==> src/rtl/fixpu_rr_scheduler_pkg.sv <==
`default_nettype none
// ============================================================================
// Module  : FixSched_pkg
// Brief   : Shared types and default sizes for the FixPU round-robin
//           scheduler (Q8.16 operands, four requesters).
// Revision: 1.0 - initial release
// ============================================================================
package FixSched_pkg;

    localparam int c_NREQ  = 4;
    localparam int c_NINT  = 8;
    localparam int c_NMANT = 16;
    localparam int c_W     = c_NINT + c_NMANT;

    typedef logic signed [c_W-1:0] fix_t;

    // In-flight tag: valid flag plus the id of the requester that issued it
    typedef struct packed {
        logic                      v;
        logic [$clog2(c_NREQ)-1:0] id;
    } tag_t;

endpackage : FixSched_pkg
`default_nettype wire

==> src/rtl/fixpu_rr_scheduler_rr_pick.sv <==
`default_nettype none
// ============================================================================
// Module  : rr_pick
// Brief   : Combinational round-robin priority picker. Grants the first
//           requester found when searching from i_ptr upwards, modulo N.
// Revision: 1.0 - initial release
// ============================================================================
module rr_pick
    import FixSched_pkg::*;
#(
    parameter int N = c_NREQ
) (
    input  logic [N-1:0]         i_req,
    input  logic [$clog2(N)-1:0] i_ptr,
    output logic [N-1:0]         o_grant,
    output logic                 o_found,
    output logic [$clog2(N)-1:0] o_idx
);

    localparam int c_IdW = $clog2(N);

    // Index ptr+k wrapped into 0..N-1 (both terms are already below N)
    function automatic logic [c_IdW-1:0] wrapIdx(input logic [c_IdW-1:0] p, input int k);
        int s;
        s = int'(p) + k;
        if (s >= N) s = s - N;
        return c_IdW'(s);
    endfunction

    // Search ptr, ptr+1, ... and keep the first active request
    always_comb begin
        o_grant = '0;
        o_found = 1'b0;
        o_idx   = '0;
        for (int k = 0; k < N; k++) begin
            if (!o_found && i_req[wrapIdx(i_ptr, k)]) begin
                o_found = 1'b1;
                o_idx   = wrapIdx(i_ptr, k);
            end
        end
        if (o_found) o_grant[o_idx] = 1'b1;
    end

endmodule : rr_pick
`default_nettype wire

==> src/rtl/fixpu_rr_scheduler.sv <==
`default_nettype none
// ============================================================================
// Module  : fixpu_rr_scheduler
// Brief   : Time-shares one pipelined fixed-point multiplier among N_REQ
//           requesters. One operand pair is granted per cycle round-robin;
//           each product returns to its issuer LAT+1 cycles later.
// Revision: 1.0 - initial release
// ============================================================================
module fixpu_rr_scheduler
    import FixSched_pkg::*;
#(
    parameter int N_REQ  = c_NREQ,
    parameter int N_INT  = c_NINT,
    parameter int N_MANT = c_NMANT,
    parameter int LAT    = 2
) (
    input  logic                                    clk,
    input  logic                                    rst,
    input  logic [N_REQ-1:0]                        req_valid,
    input  logic [N_REQ-1:0][N_INT+N_MANT-1:0]      req_a,
    input  logic [N_REQ-1:0][N_INT+N_MANT-1:0]      req_b,
    output logic [N_REQ-1:0]                        req_ready,
    output logic [N_INT+N_MANT-1:0]                 pu_a,
    output logic [N_INT+N_MANT-1:0]                 pu_b,
    input  logic [N_INT+N_MANT-1:0]                 pu_result,
    output logic [N_REQ-1:0]                        rsp_valid,
    output logic [N_INT+N_MANT-1:0]                 rsp_data,
    output logic                                    busy
);

    localparam int c_IdW = $clog2(N_REQ);

    typedef struct packed {
        logic             v;
        logic [c_IdW-1:0] id;
    } schedTag_t;

    logic [c_IdW-1:0]     r_ptr;
    schedTag_t [LAT:0]    r_tagPipe;
    logic [N_REQ-1:0]     w_grant;
    logic                 w_found;
    logic [c_IdW-1:0]     w_grantIdx;
    logic [c_IdW-1:0]     w_nextPtr;
    schedTag_t            w_newTag;
    schedTag_t            w_head;

    rr_pick #(
        .N (N_REQ)
    ) u_pick (
        .i_req   (req_valid),
        .i_ptr   (r_ptr),
        .o_grant (w_grant),
        .o_found (w_found),
        .o_idx   (w_grantIdx)
    );

    // Ready is suppressed while reset is held so nothing is accepted then
    assign req_ready = w_grant & {N_REQ{rst}};

    assign w_nextPtr = (w_grantIdx == c_IdW'(N_REQ - 1)) ? '0 : w_grantIdx + c_IdW'(1);
    assign w_newTag  = '{v: w_found, id: w_grantIdx};
    assign w_head    = r_tagPipe[LAT];

    // Pointer, operand stage and tag shift register; reset drops in-flight work
    always_ff @(posedge clk) begin
        if (!rst) begin
            r_ptr     <= '0;
            pu_a      <= '0;
            pu_b      <= '0;
            r_tagPipe <= '0;
        end else begin
            if (w_found) begin
                r_ptr <= w_nextPtr;
                pu_a  <= req_a[w_grantIdx];
                pu_b  <= req_b[w_grantIdx];
            end
            r_tagPipe <= {r_tagPipe[LAT-1:0], w_newTag};
        end
    end

    // Head of the tag pipe lines up with the multiplier output
    always_comb begin
        rsp_valid = '0;
        rsp_data  = '0;
        if (w_head.v) begin
            rsp_valid[w_head.id] = 1'b1;
            rsp_data             = pu_result;
        end
    end

    // Busy whenever any tag slot holds a live product
    always_comb begin
        busy = 1'b0;
        for (int k = 0; k <= LAT; k++) busy = busy | r_tagPipe[k].v;
    end

endmodule : fixpu_rr_scheduler
`default_nettype wire

==> config.mk <==
export PLATFORM = sky130hd
export DESIGN_NAME = fixpu_rr_scheduler
export DESIGN_NICKNAME = d
export VERILOG_FILES = /design/src/rtl/fixpu_rr_scheduler_pkg.sv /design/src/rtl/fixpu_rr_scheduler_rr_pick.sv /design/src/rtl/fixpu_rr_scheduler.sv
export SDC_FILE = /design/constraint.sdc
export NUM_CORES = 1
export LEC_CHECK = 0
export BUFFER_PORTS_ARGS = -buffer_cell sky130_fd_sc_hd__buf_2
export CAP_MARGIN = 0
export CELL_PAD_IN_SITES_DETAIL_PLACEMENT = 0
export CELL_PAD_IN_SITES_GLOBAL_PLACEMENT = 1
export CORE_MARGIN = 2
export CORE_UTILIZATION = 30
export DETAILED_ROUTE_END_ITERATION = 12
export PLACE_DENSITY = 0.86
export SLEW_MARGIN = 20
export SYNTH_ARGS = -nofsm -noshare
export SYNTH_HDL_FRONTEND = slang
export SYNTH_SLANG_ARGS = --single-unit
==> constraint.sdc <==
create_clock -name clk -period 5 [get_ports clk]
set_input_delay 0.5 -clock clk [delete_from_list [all_inputs] [get_ports clk]]
set_output_delay 0.5 -clock clk [all_outputs]
set_load 0.1 [all_outputs]
==> results of run 1 <==
[layer usage]
layer  up-vias  global-route usage, %
li1       2136                      -
met1      1986                   18.1
met2       178                   31.0
met3        22                   4.99
met4         0                   6.46
met5         -                      0
[logic make-up after synthesis]
logic type | Yosys count | synth area share [%]
DFF | 59 | 27.4
adders and majority gates | 1 | 0.290
AOI/OAI and AO/OA | 150 | 37.2
muxes | 50 | 11.7
and+or+nand+nor | 107 | 15.3
buffers and inverters | 51 | 8.09
[where the power goes]
group | internal (mW) | switching, mW | total, mW
combinational | 0.367 | 1.06 | 1.43
sequential | 0.557 | 0.0440 | 0.601
clock | 0.419 | 0.209 | 0.628
total | 1.34 | 1.31 | 2.66
[synthesized netlist by cell type (all sizes together) (3+ instances only)]
cell    count
a211oi     48
a221oi     48
and2       80
and3        3
and3b       3
buf        29
clkbuf     19
dfxtp      59
inv         3
mux2i      49
nand2       6
nor2        4
o21ai      48
[final cells by class]
cell class	instances	area share, %
clock inverter	2	0.575
sequential	59	19.4
multi-input combinational	308	46.2
clock buffer	12	4.38
timing repair buffer	308	25.6
tap	180	3.70
inverter	3	0.185
[how the worst min path moves through the flow]
stage	cells after the start	from	endpoint	slack, ns
2_1_floorplan	1	r_tagPipe[0]$_SDFF_PN0_	r_tagPipe[3]$_SDFF_PN0_	0.41
3_3_place_gp	1	r_tagPipe[0]$_SDFF_PN0_	r_tagPipe[3]$_SDFF_PN0_	0.41
3_5_place_dp	1	r_tagPipe[1]$_SDFF_PN0_	r_tagPipe[4]$_SDFF_PN0_	0.42
4_1_cts	1	r_tagPipe[4]$_SDFF_PN0_	r_tagPipe[7]$_SDFF_PN0_	0.44
5_1_grt	1	r_tagPipe[1]$_SDFF_PN0_	r_tagPipe[4]$_SDFF_PN0_	0.44
6_report	1	r_tagPipe[1]$_SDFF_PN0_	r_tagPipe[4]$_SDFF_PN0_	0.44
[placed cells by master, fill, tap and decap left out, types with 4 or more instances in the layout]
master / synthesis / layout
buf_2: 6 / 302
and2_1: 79 / 79
dfxtp_1: 59 / 59
mux2i_1: 49 / 49
a221oi_2: 48 / 48
a211oi_2: 48 / 48
o21ai_0: 43 / 43
clkbuf_16: 0 / 9
buf_4: 5 / 6
nand2_1: 5 / 5
o21ai_1: 5 / 5
nor2_1: 4 / 4
[flip-flops by register name, indices dropped and copies added (netlist names)]
register / cells
r_tagPipe: 9
pu_b: 24
r_ptr: 2
pu_a: 24
[metrics by stage]
stage / setup WS, ns / util [%] / cell area [µm²]
floorplan: 1.11 / - / 4320
global placement: 1.90 / 41.4 / 5790
detailed placement: 1.85 / 41.4 / 5790
CTS: 1.85 / 43.5 / 6090
global route: 1.77 / 43.5 / 6090
finish: 1.89 / 43.5 / 6090
==> run metrics, run 1 <==
Vias ~4,300; final hold vios 0; Crit path max-delay family simple AND/OR/NAND/NOR gates; Netlist cell types 37; Worst Setup EP req_ready[2]; Hold Crit Class reg2reg; ANT nets after route 0; met3 WL around 1100 µm; vias in the first global route around 4,200; wirelength, routed approximately 14,000 µm; async set-reset flop share out of synthesis 0%; r2r endpoint pu_b[1]$_SDFFE_PN0N_; clock slew at reported path FFs 0.05 ns; RSZ-0062 raised after global routing false; maxcap violations 0; Tmin final 3.11 ns; main flop type after synthesis dfxtp_1; area share of the largest cell type after synthesis between 20% and 30%; Final Power 2.66 mW; area of the placeable core approximately 14,000 µm²; WP data arrival 2.61 ns; DR pass1 iterations 4; Hold Slack 0.436 ns; site row count 43; clk root buf clkbuf_16; Final Max Slew Viols 0; residual DRC count 0; DR vias/cell around 5.0; CTS tree done; Routability Congestion between 0.7 and 0.8; Layout area overhead 41.1%; Clock Latency Late Sink approximately 0.32 ns; critical path depth 6; WS Path Type in2out; final net count 912; H-tree levels 3; WP data required 4.50 ns; Synth Cell Area about 4300 µm²; Post-Syn Instances 418; Yosys Warn Count 0; status finished clean; Slew headroom between 30% and 40%; Leak about 3.0 nW; CP max stage delay 1.12 ns; FF/Latch Area between 1000 and 1500 µm²; Die X 124 µm; # fillers between 1,000 and 1,500; slowest cell on the critical path or4_2; top cells by area, synth dfxtp_1 (27%), a221oi_2 (17%), a211oi_2 (14%); FMAX between 0.3 and 0.4 GHz; Sink Count between 50 and 60; Synth Register Bits 59; worst clock skew between 0.006 and 0.007 ns; WL met1 around 5500 µm; worst r2r src r_ptr[1]$_SDFFE_PN0N_; HPWL after DPL 9810 µm; Setup crit end kind output pin; area leader, netlist dfxtp_1; post-placement cell count 858; slew at the pin closest to its max-slew limit between 0.9 and 1 ns; total track usage between 10% and 20%; area of the multi-input gates 2810 µm²; Setup Buffers After CTS 0; share of cells above drive strength 1 61.6%; Hold-fix buffers, CTS 0; antenna cells 0; Tcrit/Tclk final between 60 and 70%; port bufs roughly 300; GR Overflow Total 0; I/O pin cnt a little over 300; cells along the critical path buf_2 -> or4_2 -> nand2_1 -> inv_1 -> and3_1 -> buf_2; max layer used met4; die height 124 µm; routed wl met2 between 6000 and 7000 µm; cts repair resizes 0; crit path launch type input pin; Initial Util roughly 30%; Longest Clk Path Bufs 2; Avg Inst Size Synth 10.3 µm²; R2R depth 6; Setup Total Neg Slack 0 ns; EDFF count, synth 0; initial antenna violation count 0; largest fanout on the critical path 53; reg2reg setup slack 2.71 ns; per-cell routed wire length ~16 µm; syn_nets 641; PD cells 436 nW/µm²; worst setup path start req_valid[0]; die area roughly 15,000 µm²; Worst Path Buf+Inv 3; setup violators final 0; Inserted Clock Buffers 9; first-pass GRT wire length roughly 20,000 µm; initial drt markers approximately 140; Post-Layout Cell Count around 870; peak supply drop 201 µV; largest net degree at the start of global routing 58; most frequent CP cell buf_2; register area share after synthesis between 20% and 30%
Power figures use the tool's default switching activity.
==> run 2: changes to the inputs <==
==> constraint.sdc (replaced) <==
create_clock -name clk -period 3 [get_ports clk]
set_input_delay 0.3 -clock clk [delete_from_list [all_inputs] [get_ports clk]]
set_output_delay 0.3 -clock clk [all_outputs]
set_load 0.1 [all_outputs]
==> run metrics, run 2 (synthesis results as in run 1) <==
Clock Latency Late Sink about 0.33 ns; Die X approximately 120 µm; PD cells just over 700 nW/µm²; WS Path Type reg2out; FMAX 0.395 GHz; Setup crit end kind output pin; Hold Slack 0.265 ns; most common cell after layout, fill and taps aside buf_2; DR vias/cell between 4 and 5; Slew headroom approximately 52%; share of cells above drive strength 1 between 60% and 70%; cts repair resizes 0; largest fanout on the critical path 12; worst clock skew roughly 0.0044 ns; Tcrit/Tclk final 84.4%; initial antenna violation count 2; I/O pin cnt roughly 300; WP data required 2.70 ns; residual DRC count 0; crit path launch type register; Final Max Slew Viols 0; Initial Util a little under a third; most frequent cells in the layout buf_2 (300), and2_1 (79), dfxtp_1 (59), mux2i_1 (49); Tmin final ~2.5 ns; HPWL after DPL around 10,000 µm; die area around 15,000 µm²; total track usage approximately 17%; status finished clean; CTS tree done; WP data arrival about 2.2 ns; Longest Clk Path Bufs 2; ANT nets after route 0; Leak between 2 and 3 nW; first-pass GRT wire length 20,700 µm; vias in the first global route 4,262; Setup Buffers After CTS 0; largest net degree at the start of global routing a little under 50; H-tree levels 3; top flop regs pu_a: 24 flops, pu_b: 24 flops, r_tagPipe: 9 flops; RSZ-0062 raised after global routing false; final setup margin 0.468 ns; # fillers 1,453; Hold Crit Class in2reg; Sink Count 59; Vias 4,375; area of the placeable core 14,000 µm²; port bufs between 300 and 400; DR pass1 iterations 4; setup violators final 0; final net count between 900 and 1,000; pre-CTS setup slack 0.816 ns; clock slew at reported path FFs roughly 0.050 ns; Layout area overhead 42.4%; wirelength, routed approximately 14,000 µm; die height ~120 µm; initial drt markers ~180; per-cell routed wire length 15.9 µm; Inserted Clock Buffers 9; peak supply drop 303 µV; clk root buf clkbuf_16; site row count 43; maxcap violations 0; GR Overflow Total 0; Post-Layout Cell Count roughly 900; CP max stage delay around 0.50 ns; cells along the critical path nand2_1 -> and3b_1 -> o32a_2 -> nor3_1 -> buf_2; slew at the pin closest to its max-slew limit around 0.73 ns; final hold vios 0; post-placement cell count between 800 and 900; Hold-fix buffers, CTS 0; Routability Congestion between 0.7 and 0.8; slowest cell on the critical path o32a_2
-- run 2: final timing paths --
kind	slack [ns]	depth (start not counted)	startpoint	end
setup / recovery	0.47	5	r_ptr[1]$_SDFFE_PN0N_	req_ready[0]
hold / removal	0.27	2	rst	r_tagPipe[5]$_SDFF_PN0_
setup reg to reg	0.88	6	r_ptr[1]$_SDFFE_PN0N_	pu_a[16]$_SDFFE_PN0N_
hold reg to reg	0.43	1	r_tagPipe[1]$_SDFF_PN0_	r_tagPipe[4]$_SDFF_PN0_
-- run 2: final cells by class --
type                       instances  area, µm²  share of cell area (%)
antenna                            2       5.00                  0.0814
sequential                        59       1180                    19.2
multi-input combinational        308       2820                    45.8
timing repair buffer             314       1660                    26.9
tap                              180        225                    3.66
clock buffer                      13        250                    4.07
inverter                           3       11.3                   0.183
-- run 2: routing by layer --
layer	track usage (%)	wire length (µm)	up-vias
li1	-	-	2140
met1	18.9	5480	2029
met2	32.2	7140	184
met3	4.35	1030	22
met4	7.58	341	0
met5	0	0	-
-- run 2: metrics by stage --
step                util (%)  total power, mW  TNS (ns)  cell area [µm²]
floorplan                  -             3.04     -1.23             4320
global placement        42.1             3.44         0             5890
detailed placement      42.1             3.45         0             5890
CTS                     43.9             4.37         0             6140
global route            44.0             4.51         0             6150
finish                  44.0             4.33         0             6150
-- run 2: critical path: cells and delay by family, from the launching register on --
family / cells / cell delay, ns
compound gates: 1 / 0.50
simple gates: 3 / 0.50
buf+inv: 1 / 0.45
flops: 1 / 0.46
-- run 2: report_power, final --
group          internal (mW)  switching (mW)
logic                  0.641            1.78
registers              0.928          0.0724
clock network          0.567           0.339
total                   2.14            2.19
==> run 3: changes to the inputs <==
--- a/config.mk
+++ b/config.mk
@@ -5,12 +5,13 @@
 export SDC_FILE = /design/constraint.sdc
 export NUM_CORES = 1
 export LEC_CHECK = 0
+export ABC_AREA = 1
 export BUFFER_PORTS_ARGS = -buffer_cell sky130_fd_sc_hd__buf_2
 export CAP_MARGIN = 0
 export CELL_PAD_IN_SITES_DETAIL_PLACEMENT = 0
 export CELL_PAD_IN_SITES_GLOBAL_PLACEMENT = 1
 export CORE_MARGIN = 2
-export CORE_UTILIZATION = 30
+export CORE_UTILIZATION = 27
 export DETAILED_ROUTE_END_ITERATION = 12
 export PLACE_DENSITY = 0.86
 export SLEW_MARGIN = 20
==> constraint.sdc (replaced) <==
create_clock -name clk -period 2.6 [get_ports clk]
set_input_delay 0.26 -clock clk [delete_from_list [all_inputs] [get_ports clk]]
set_output_delay 0.26 -clock clk [all_outputs]
set_load 0.1 [all_outputs]
==> run metrics, run 3 <==
residual DRC count 0; top flop regs pu_a: 24 flops, pu_b: 24 flops, r_tagPipe: 9 flops; # fillers around 1,900; Tmin final ~2.5 ns; most frequent cells in the layout buf_2 (298), nand2_1 (278), inv_1 (183), nand3_1 (173); Slew headroom between 50 and 60%; worst setup path start r_ptr[0]$_SDFFE_PN0N_; Core Util, Final between 30% and 40%; Routability Congestion 0.836; worst clock skew around 0.005 ns; final hold vios 0; Avg Inst Size Synth ~5.3 µm²; adder-cell area share of the yosys netlist 0.266%; DR pass1 iterations 6; largest family of logic cells by synthesized area simple AND/OR/NAND/NOR gates; most frequent cell after synthesis nand2_1; Initial Util between 20 and 30%; area leader, netlist dfxtp_1; syn_nets between 1,000 and 1,500; most instantiated cells after synthesis nand2_1 (279), inv_1 (184), nand3_1 (174); status finished clean; slew at the pin closest to its max-slew limit ~0.67 ns; antenna cells 0; wirelength, routed about 18,000 µm; DR vias/cell approximately 4.4; peak supply drop 966 µV; most common cell after layout, fill and taps aside buf_2; site row count 48; Layout area overhead 44.2%; die area ~19,000 µm²; Worst Setup EP req_ready[3]; cells along the critical path buf_4 -> nand2_1 -> nand2_1 -> nand2_1 -> nand2_1 -> nor2_4 -> nand3_1 -> nand2_2 -> nand2_4 -> inv_2 -> ha_1 -> inv_1 -> nor2_4 -> buf_12; GR Overflow Total 0; CTS tree done; post-synthesis compound-gate area fraction under 10%; register area share after synthesis around a quarter; RSZ-0062 raised after global routing false; I/O pin cnt 303; largest fanout on the critical path 7; Inserted Clock Buffers 9; Hold Crit Class in2reg; Setup crit end kind output pin; per-cell routed wire length ~13 µm; FF/Latch Area between 1000 and 1500 µm²; Die X 136 µm; Post-Syn Instances about 880; Setup Total Neg Slack 0 ns; share of cells above drive strength 1 30.5%; maxcap violations 0; Vias between 6,000 and 7,000; clock slew at reported path FFs around 0.060 ns; Synth Register Bits 59; main flop type after synthesis dfxtp_1; final net count ~1,400; largest net degree at the start of global routing between 70 and 80; worst r2r src r_ptr[0]$_SDFFE_PN0N_; initial antenna violation count 0; first-pass GRT wire length between 20,000 and 30,000 µm; Synth Area in XOR/XNOR 0%; Hold-fix buffers, CTS 0; Crit path max-delay family simple AND/OR/NAND/NOR gates; Worst Path Buf+Inv 4; HPWL after DPL 12,600 µm; mux share of post-synthesis cell area 0%; Clock Latency Late Sink 0.34 ns; Simple-Gate Fraction of Synth Area around 48%; Netlist cell types 19; Tcrit/Tclk final approximately 95%; area share of the largest cell type after synthesis between 20% and 30%; clk root buf clkbuf_16; WP data arrival ~2.2 ns; R2R depth 14; most frequent CP cell nand2_1; total track usage between 15 and 20%; area of the multi-input gates 2570 µm²; critical path depth 14; initial drt markers 336; area of the placeable core around 17,000 µm²; Sink Count approximately 60; PD cells about 1600 nW/µm²; crit path launch type register; port bufs 302; slowest cell on the critical path dfxtp_4; WS Path Type reg2out; top cells by area, synth dfxtp_1 (25%), nand2_1 (22%), nand3_1 (19%); Longest Clk Path Bufs 2; setup violators final 0; Final Max Slew Viols 0; EDFF count, synth 0; Yosys Warn Count 0; ANT nets after route 0; reg2reg setup slack about 0.41 ns; vias in the first global route 5,445; H-tree levels 3; WP data required 2.34 ns; Synth Cell Area between 4000 and 5000 µm²; die height between 100 and 150 µm; CP max stage delay about 0.36 ns; Leak about 4.6 nW; Hold Slack ~0.22 ns; FMAX 0.406 GHz; r2r endpoint pu_a[21]$_SDFFE_PN0N_; async set-reset flop share out of synthesis 0%
run 3: changes by cell type after synthesis, sizes merged, moves of 49 or more:
cell | previous run | this run
nand2 | 6 | 283
inv | 3 | 188
nand3 | 1 | 176
and2 | 80 | 0
nor2 | 4 | 60
mux2i | 49 | 0
run 3: worst min-delay path by stage:
stage / startpoint / end / slack, ns / cells past startpoint
2_1_floorplan: r_tagPipe[0]$_SDFF_PN0_ / r_tagPipe[3]$_SDFF_PN0_ / 0.39 / 2
3_3_place_gp: r_tagPipe[4]$_SDFF_PN0_ / r_tagPipe[7]$_SDFF_PN0_ / 0.39 / 2
3_5_place_dp: r_tagPipe[1]$_SDFF_PN0_ / r_tagPipe[4]$_SDFF_PN0_ / 0.41 / 2
4_1_cts: req_a[31] / pu_a[7]$_SDFFE_PN0N_ / 0.20 / 5
5_1_grt: req_a[32] / pu_a[8]$_SDFFE_PN0N_ / 0.23 / 5
6_report: req_a[31] / pu_a[7]$_SDFFE_PN0N_ / 0.22 / 5
run 3: kinds of logic (layout without fill, tap and decap cells):
| kind of cell | Yosys count | after routing |
|---|---|---|
| adder cells (fa/ha/maj) | 1 | 1 |
| AO/OA/AOI/OAI | 53 | 53 |
| AND/OR/NAND/NOR | 526 | 526 |
| buffers and inverters | 245 | 521 |
| flip-flops | 59 | 59 |
run 3: metal layers:
| metal | track usage (%) | share of wire (%) | up-vias |
|---|---|---|---|
| met1 | 21.3 | 41 | 2640 |
| met2 | 32.6 | 49 | 233 |
| li1 | - | - | 3204 |
| met4 | 7.99 | 2.6 | 0 |
| met3 | 3.43 | 7.4 | 26 |
| met5 | 0 | 0 | - |
run 3: cell type report:
type | count | share of cell area, %
sequential | 59 | 17.5
clock buffer | 12 | 3.78
inverter | 188 | 10.4
multi-input combinational | 580 | 37.9
timing repair buffer | 317 | 25.2
clock inverter | 4 | 1.07
tap | 225 | 4.15
run 3: report_power, final:
part / internal [mW] / switching, mW / total (mW)
logic: 2.10 / 6.20 / 8.30
clock network: 0.889 / 0.443 / 1.33
registers: 1.28 / 0.160 / 1.44
total: 4.26 / 6.80 / 11.1
run 3: stage by stage:
| stage | std cells | instance area (µm²) | setup slack, ns | power [mW] |
|---|---|---|---|---|
| final | 1385 | 6790 | 0.137 | 11.1 |
| after global routing | 1385 | 6790 | 0.00307 | 12.0 |
| after CTS | 1384 | 6760 | 0.00277 | 11.1 |
| after detailed placement | 1368 | 6430 | 0.287 | 9.71 |
| after global placement | 1368 | 6430 | 0.355 | 9.68 |
| after floorplan | 884 | 4730 | -0.352 | 8.09 |
run 3: timing repair:
item	4_1_cts	5_1_grt
buffers inserted	0	1
resized for setup	1	6
endpoints found under the setup margin	3	3
pin swaps	0	1
run 3: worst register-to-register path: stages (launching register included):
cell,delay [ns]
dfxtp_4,0.36
buf_4,0.16
nand2_1,0.06
nand2_1,0.06
nand2_1,0.08
nand2_1,0.09
nor2_4,0.14
nand3_1,0.09
nand2_2,0.13
nand2_4,0.10
nor2_4,0.52
nand2_1,0.12
nand2_1,0.09
nor2_1,0.05
nor2_1,0.08
